<file path="src/rtl/ras_ctrl.sv">
// Return-address-stack controller: turns fetch slots and branch resolutions into registered stack command strobes.
// Optional event counters are built only when RAS_CTRL_STATS_EN is defined.
module ras_ctrl #(
  parameter int WIDTH        = 32,
  parameter int MAX_BRANCHES = 16,
  parameter int CNT_W        = 5
) (
  input  logic             clk,
  input  logic             reset_n,
  input  logic             f_valid,
  input  logic             f_call,
  input  logic             f_ret,
  input  logic             f_cond,
  input  logic [WIDTH-1:0] f_ret_addr,
  output logic             f_ready,
  input  logic             r_valid,
  input  logic             r_mispredict,
  output logic             ras_push,
  output logic             ras_pop,
  output logic             ras_branch,
  output logic             ras_close_valid,
  output logic             ras_close_invalid,
  output logic [WIDTH-1:0] ras_din,
  input  logic [WIDTH-1:0] ras_dout,
  input  logic             ras_empty,
  output logic             pred_valid,
  output logic [WIDTH-1:0] pred_addr,
  output logic             pred_empty,
  output logic             err,
  output logic [15:0]      stat_push,
  output logic [15:0]      stat_pop,
  output logic [15:0]      stat_flush
);

  typedef enum logic [0:0] {RUN, FLUSH} state_t;

  state_t           state, state_next;
  logic [CNT_W-1:0] count, count_next;
  logic             accept, resolve, res_ok, res_err, flush, take, close_ok;

  assign f_ready = (state == RUN) && !(f_cond && (count == CNT_W'(MAX_BRANCHES)));

  // NOTE: every combinational output gets a default before any branch, so no path can infer a latch.
  always_comb begin
    accept     = f_valid && f_ready;
    resolve    = r_valid && (state == RUN);
    res_ok     = resolve && (count != '0);
    res_err    = resolve && (count == '0);
    flush      = res_ok && r_mispredict;
    take       = accept && !flush;
    close_ok   = res_ok && !r_mispredict;
    state_next = state;
    count_next = count;
    if (flush) begin
      state_next = FLUSH;
      count_next = '0;
    end else begin
      if (state == FLUSH) state_next = RUN;
      // A branch accepted alongside a correct resolve cancels out; f_ready keeps the sum within range.
      count_next = count + CNT_W'(take && f_cond) - CNT_W'(close_ok);
    end
  end

  // NOTE: state registers use non-blocking assignments so all flops update from the same pre-edge values.
  always_ff @(posedge clk or negedge reset_n) begin
    if (!reset_n) begin
      state <= RUN;
      count <= '0;
    end else begin
      state <= state_next;
      count <= count_next;
    end
  end

  always_ff @(posedge clk or negedge reset_n) begin
    if (!reset_n) begin
      ras_push          <= 1'b0;
      ras_pop           <= 1'b0;
      ras_branch        <= 1'b0;
      ras_close_valid   <= 1'b0;
      ras_close_invalid <= 1'b0;
      ras_din           <= '0;
      pred_valid        <= 1'b0;
      pred_empty        <= 1'b0;
      pred_addr         <= '0;
      err               <= 1'b0;
    end else begin
      ras_push          <= take && f_call;
      ras_pop           <= take && f_ret && !ras_empty;
      ras_branch        <= take && f_cond;
      ras_close_valid   <= close_ok;
      ras_close_invalid <= flush;
      if (take && f_call) ras_din <= f_ret_addr;
      // The stack answers a pop one cycle later; that answer takes precedence over an empty-stack return.
      pred_valid <= ras_pop || (take && f_ret && ras_empty);
      pred_empty <= !ras_pop && take && f_ret && ras_empty;
      if (ras_pop) pred_addr <= ras_dout;
      if (res_err) err <= 1'b1;
    end
  end

`ifdef RAS_CTRL_STATS_EN
  always_ff @(posedge clk or negedge reset_n) begin
    if (!reset_n) begin
      stat_push  <= '0;
      stat_pop   <= '0;
      stat_flush <= '0;
    end else begin
      if (ras_push && (stat_push != 16'hFFFF))           stat_push  <= stat_push + 16'd1;
      if (ras_pop && (stat_pop != 16'hFFFF))             stat_pop   <= stat_pop + 16'd1;
      if (ras_close_invalid && (stat_flush != 16'hFFFF)) stat_flush <= stat_flush + 16'd1;
    end
  end
`else
  assign stat_push  = '0;
  assign stat_pop   = '0;
  assign stat_flush = '0;
`endif

endmodule
</file>
<file path="config.mk">
export PLATFORM = sky130hd
export DESIGN_NAME = ras_ctrl
export DESIGN_NICKNAME = d
export VERILOG_FILES = /design/src/rtl/ras_ctrl.sv
export SDC_FILE = /design/constraint.sdc
export NUM_CORES = 1
export LEC_CHECK = 0
export CAP_MARGIN = 20
export CORE_AREA = 2 2 85 127
export CTS_BUF_LIST = sky130_fd_sc_hd__clkbuf_8
export DETAILED_ROUTE_END_ITERATION = 12
export DIE_AREA = 0 0 87 129
export PLACE_DENSITY = 0.76
export REMOVE_ABC_BUFFERS = 1
export SYNTH_ARGS = -nofsm -noshare
export SYNTH_HDL_FRONTEND = slang
export SYNTH_SLANG_ARGS = --single-unit
</file>
<file path="constraint.sdc">
create_clock -name clk -period 3.2 [get_ports clk]
set_clock_uncertainty 0.05 [all_clocks]
set_input_delay 0.96 -clock clk [delete_from_list [all_inputs] [get_ports clk]]
set_output_delay 0.96 -clock clk [all_outputs]
set_load 0.03 [all_outputs]
</file>
==> results of run 1 <==
==> logic make-up after synthesis <==
kind of cell               Yosys count  synth area share (%)
and+or+nand+nor                     20                  3.81
adders and majority gates            7                  2.68
other                                1                 0.106
xor gates and xnor gates             2                 0.494
AOI/OAI and AO/OA                    7                  1.41
muxes                               64                  23.4
DFF                                 77                  54.3
buffers and inverters               65                  13.8
==> layer usage <==
| metal | GRT usage (%) | part of all wire [%] |
|---|---|---|
| met1 | 14.2 | 36 |
| met2 | 23.5 | 55 |
| met3 | 3.59 | 7.8 |
| met4 | 5.97 | 1.4 |
| met5 | 0 | 0 |
==> through the flow <==
step | utilization, % | std cells | power (mW)
5_1_grt | 52.1 | 522 | 4.99
2_1_floorplan | - | 233 | 2.86
3_5_place_dp | 48.8 | 501 | 3.80
4_1_cts | 51.3 | 518 | 4.72
3_3_place_gp | 48.8 | 501 | 3.75
6_report | 52.1 | 522 | 4.74
==> worst max-delay path by stage <==
stage,cells past startpoint,from,endpoint
final,15,count[3],count[4]
after global routing,15,count[2],count[4]
after CTS,14,r_valid,count[4]
after detailed placement,14,r_valid,count[4]
after global placement,14,r_valid,count[4]
after floorplan,3,f_cond,ras_din[0]
==> Yosys cell counts, drive strengths merged, types with 3 or more instances <==
cell and number:
mux2 64, inv 8, ha 6, buf 54, dfrtp 77, clkbuf 3, nor2 4
==> power groups by stage <==
stage / Clock (mW) / Sequential (mW) / Combinational [mW]
2_1_floorplan: 0 / 2.18 / 0.684
4_1_cts: 0.866 / 1.53 / 2.32
3_3_place_gp: 0 / 1.53 / 2.21
5_1_grt: 0.911 / 1.58 / 2.50
3_5_place_dp: 0 / 1.55 / 2.26
6_report: 0.835 / 1.53 / 2.37
==> layout make-up <==
class / count / area [um2] / area share [%]
sequential: 77 / 1930 / 36.7
timing repair buffer: 156 / 1540 / 29.4
multi-input combinational: 148 / 1370 / 26.1
clock buffer: 11 / 151 / 2.88
tap: 117 / 146 / 2.79
clock inverter: 5 / 81.3 / 1.55
inverter: 8 / 30.0 / 0.572
==> worst register-to-register path: stages, from the launching register on <==
cell	delay (ps)
dfrtp_1	410
inv_1	80
ha_1	190
or4b_4	490
and3_4	190
and3b_2	250
nand2_2	80
ha_4	250
inv_2	60
ha_4	120
inv_2	40
fa_2	370
nor2b_4	150
o21bai_4	90
a21oi_2	150
nor3b_2	60
==> what timing repair did <==
action	CTS	global route
endpoints found under the setup margin	1	2
buffers inserted	1	4
pin swaps	1	4
cloned	0	0
resized for setup	5	11
==> impl_metrics.env, run 1 <==
export IMPL_drv_slew=0
export IMPL_seq_area_frac_synth_pct=54.3
export IMPL_rows=45
export IMPL_slowest_delay_ps=490
export IMPL_drive_gt1_share_pct=27.4
export IMPL_clk_latency_ps=340
export IMPL_final_cell_area_um2=5250
export IMPL_start_util_pct=35.2
export IMPL_final_common_cell="clkdlybuf4s50_1"
export IMPL_r2r_end="count[4]"
export IMPL_fin_setup_tns_ps=0
export IMPL_syn_area_um2=3550
export IMPL_syn_inst=243
export IMPL_gp_routability_congestion=0.758
export IMPL_grtUsageTotal_pct=13.1
export IMPL_relSlewSlack_pct=36.9
export IMPL_p_switching_mw=1.77
export IMPL_status="complete, no violations"
export IMPL_syn_area_per_cell_um2=14.6
export IMPL_synth_edf_count=0
export IMPL_layout_worst_path_cycle_share_pct=97.8
export IMPL_min_to="err"
export IMPL_final_cell_mix="clkdlybuf4s50_1, dfrtp_1, conb_1"
export IMPL_end_kind="flop"
export IMPL_pin_count=194
export IMPL_internal_power_mw=2.97
export IMPL_regToRegStartpoint="count[3]"
export IMPL_cpLargestDelayFamily="simple AND/OR/NAND/NOR gates"
export IMPL_timing_hold_ws_ps=436
export IMPL_critical_path_startpoint_type="flop"
export IMPL_worstMarginPinSlew_ps=947
export IMPL_cp_arrival_ps=3310
export IMPL_grt_max_degree=78
export IMPL_die_width_um=87
export IMPL_layout_nets=480
export IMPL_clkSinkCount=77
export IMPL_clkSlewWorstSetupHoldPaths_ps=80
export IMPL_n_antenna_cell=0
export IMPL_grt_pass1_wl_mm=11.2
export IMPL_switching_share_pct=37.3
export IMPL_cts_tree="built"
export IMPL_antenna_found_initial=0
export IMPL_initialDrtViolationCount=35
export IMPL_wl_mm=7.54
export IMPL_worstSetupPathType="reg2reg"
export IMPL_nFillCells=864
export IMPL_drt_first_pass_iters=3
export IMPL_hold_depth=1
export IMPL_cts_buffers=9
export IMPL_yosysUniqueCellTypes=32
export IMPL_dieArea_um2=11200
export IMPL_max_vdd_ir_drop_uv=427
export IMPL_dp_worst_setup_slack_ps=-440
export IMPL_min_from="err"
export IMPL_wl_per_cell_um=14.4
export IMPL_hp_class="reg2reg"
export IMPL_cp_max_fo=3
export IMPL_setup_viol=0
export IMPL_cts_htree_levels=3
export IMPL_rr_worst_depth=15
export IMPL_vias=2267
export IMPL_area_delta_synth_final_pct=48.2
export IMPL_synth_area_top_cells="dfrtp_1, mux2_4, mux2_2, buf_4, ha_1"
export IMPL_power_density_nw_per_um2=902
export IMPL_power_share_clock_pct=17.6
export IMPL_pwr_share_seq_pct=32.3
export IMPL_ff2ff_setup_slack_ps=70
export IMPL_ctsHoldBuffers=0
export IMPL_cts_root_buf="clkbuf_8"
export IMPL_ant_nets=0
export IMPL_clockBufferDepth=2
export IMPL_synth_seq_cells=77
export IMPL_dp_hpwl_mm=5.41
export IMPL_yosysWarnings=0
export IMPL_synth_top_area_cell="dfrtp_1"
export IMPL_grt_pass1_vias=2282
export IMPL_fp_dieH_um=129
export IMPL_portBuffers=145
export IMPL_core_area_um2=10100
export IMPL_max_freq_ghz=0.319
export IMPL_grt_ovfl_total=0
export IMPL_setup_ws_ps=70.1
export IMPL_critPathRequiredTime_ps=3380
export IMPL_drv_cap=0
export IMPL_path_cells="inv_1 > ha_1 > or4b_4 > and3_4 > and3b_2 > nand2_2 > ha_4 > inv_2 > ha_4 > inv_2 > fa_2 > nor2b_4 > o21bai_4 > a21oi_2 > nor3b_2"
export IMPL_async_flop_share_pct=100
export IMPL_place_area_um2=4920
export IMPL_slowest_stage="or4b_4"
export IMPL_p_comb_share_pct=50.1
export IMPL_yosysTopAreaCellShare_pct=54.3
export IMPL_path_buf_inv=3
export IMPL_period_needed_ps=3130
export IMPL_leakagePower_nw=2.35
export IMPL_synth_ff_type="dfrtp_1"
export IMPL_viasPerCell=4.34
export IMPL_drc=0
export IMPL_hold_viol=0
export IMPL_top_regs="pred_addr (32), ras_din (32), count (5)"
Note: power is estimated with default switching activity, not from simulation.
==> inputs of run 2 (changes only) <==
- REMOVE_ABC_BUFFERS: 1 -> not set
==> run 2 against run 1 <==
Compared with the run above:
- combinational power down 3%
- first-iteration DRC count increased by 49%
- global-route usage is 0.39 points lower
- utilization about the same
- total power fell by 1.2%
- critical path depth unchanged
- hold slack improved by 14 ps
- via count decreased by 0.13%
- sequential cell count unchanged
- register-to-register slack gained 30 ps
- clock-buffer cell count decreased by 2
- routed wire length increased by 0.29%
- critical endpoint unchanged
==> impl_metrics.env, run 2 (same netlist as run 1, synthesis figures left out) <==
export IMPL_setup_worst_path_end="count[4]"
export IMPL_grtUsageTotal_pct=12.8
export IMPL_core_area_um2=10100
export IMPL_switching_share_pct=36.8
export IMPL_leakagePower_nw=2.36
export IMPL_clkSlewWorstSetupHoldPaths_ps=70
export IMPL_start_util_pct=35.2
export IMPL_regToRegStartpoint="count[3]"
export IMPL_slowest_stage="or4b_4"
export IMPL_dp_worst_setup_slack_ps=-427
export IMPL_fin_util_pct=52.2
export IMPL_rsz0062_at_grt="yes"
export IMPL_initialDrtViolationCount=52
export IMPL_p_comb_share_pct=49.0
export IMPL_grt_pass1_vias=2240
export IMPL_pin_count=194
export IMPL_layout_nets=481
export IMPL_cpLargestDelayFamily="simple AND/OR/NAND/NOR gates"
export IMPL_dpl_cell_count=503
export IMPL_setup_ws_ps=97.8
export IMPL_portBuffers=145
export IMPL_setup_viol=0
export IMPL_final_cell_area_um2=5260
export IMPL_cts_htree_levels=3
export IMPL_gp_routability_congestion=0.748
export IMPL_max_vdd_ir_drop_uv=309
export IMPL_critPathRequiredTime_ps=3370
export IMPL_grt_ovfl_total=0
export IMPL_n_antenna_cell=0
export IMPL_drv_slew=0
export IMPL_top_regs="pred_addr (32), ras_din (32), count (5)"
export IMPL_place_area_um2=4940
export IMPL_final_common_cell="clkdlybuf4s50_1"
export IMPL_status="complete, no violations"
export IMPL_grt_max_degree=78
export IMPL_layout_worst_path_cycle_share_pct=96.9
export IMPL_power_share_clock_pct=18.4
export IMPL_cpMostUsedCell="inv_2"
export IMPL_drv_cap=0
export IMPL_antenna_found_initial=0
export IMPL_slowest_delay_ps=470
export IMPL_fin_setup_tns_ps=0
export IMPL_fp_dieH_um=129
export IMPL_timing_hold_ws_ps=450
export IMPL_fin_cells=522
export IMPL_clk_latency_ps=330
export IMPL_path_buf_inv=3
export IMPL_cp_max_fo=3
export IMPL_cts_tree="built"
export IMPL_drt_first_pass_iters=4
export IMPL_clockBufferDepth=2
export IMPL_dp_hpwl_mm=5.62
export IMPL_ff2ff_setup_slack_ps=100
export IMPL_vias=2264
export IMPL_p_switching_mw=1.72
export IMPL_critical_path_startpoint_type="flop"
export IMPL_cp_depth=15
export IMPL_viasPerCell=4.34
export IMPL_drive_gt1_share_pct=26.9
export IMPL_dieArea_um2=11200
export IMPL_wl_per_cell_um=14.5
export IMPL_path_cells="inv_2 > ha_4 > or4b_4 > and3_4 > and3b_2 > nand2_1 > ha_1 > inv_1 > ha_2 > inv_2 > fa_2 > nor2b_2 > o21bai_1 > a21oi_1 > nor3b_2"
export IMPL_worstSetupPathType="reg2reg"
export IMPL_end_kind="flop"
export IMPL_ant_nets=0
export IMPL_period_needed_ps=3100
export IMPL_hold_viol=0
export IMPL_die_width_um=87
export IMPL_cts_root_buf="clkbuf_8"
export IMPL_power_mw=4.68
export IMPL_area_delta_synth_final_pct=48.3
export IMPL_critPathLaunch="count[3]"
export IMPL_cp_arrival_ps=3270
export IMPL_clkSinkCount=77
export IMPL_final_cell_mix="clkdlybuf4s50_1, dfrtp_1, conb_1"
export IMPL_hp_class="reg2reg"
export IMPL_rows=45
export IMPL_ctsHoldBuffers=0
export IMPL_wl_mm=7.56
export IMPL_power_density_nw_per_um2=891
export IMPL_drc=0
export IMPL_r2r_end="count[4]"
export IMPL_grt_pass1_wl_mm=11.1
export IMPL_pwr_share_seq_pct=32.6
export IMPL_cts_buffers=9
export IMPL_internal_power_mw=2.96
export IMPL_max_freq_ghz=0.322
export IMPL_rr_worst_depth=15
==> run 2: worst min path at each step <==
stage             startpoint            end  slack, ps  depth (start not counted)
6_report                 err            err        450                          1
5_1_grt        pred_addr[27]  pred_addr[27]        470                          1
4_1_cts           ras_din[0]     ras_din[0]        460                          1
3_5_place_dp     ras_din[19]    ras_din[19]        440                          1
3_3_place_gp             err            err        430                          1
2_1_floorplan       count[0]            err        520                          2
==> run 2: layer usage <==
| metal | wire [um] | vias to the layer above | GRT usage, % |
|---|---|---|---|
| li1 | - | 1043 | - |
| met1 | 2800 | 1107 | 13.9 |
| met2 | 4130 | 107 | 22.9 |
| met3 | 487 | 7 | 2.50 |
| met4 | 143 | 0 | 6.53 |
| met5 | 0 | - | 0 |
==> run 2: power by group through the flow <==
stage | Combinational [mW] | Sequential [mW] | Clock (mW)
6_report | 2.29 | 1.53 | 0.862
5_1_grt | 2.43 | 1.57 | 0.927
4_1_cts | 2.28 | 1.53 | 0.892
3_5_place_dp | 2.25 | 1.55 | 0
3_3_place_gp | 2.23 | 1.52 | 0
2_1_floorplan | 0.761 | 2.18 | 0
==> run 2: what timing repair did <==
action	4_1_cts	5_1_grt
resized for setup	4	7
setup endpoints to repair	1	1
cloned	0	0
pin swaps	2	8
buffers inserted	1	2
==> run 2: area by class of cell <==
class | count | area [um2]
clock buffers | 9 | 124
clock inverters | 6 | 113
fillers | 837 | 4820
inverters | 8 | 30.0
multi-input cells | 148 | 1350
flip-flops and latches | 77 | 1930
well taps | 117 | 146
repair buffers | 157 | 1570
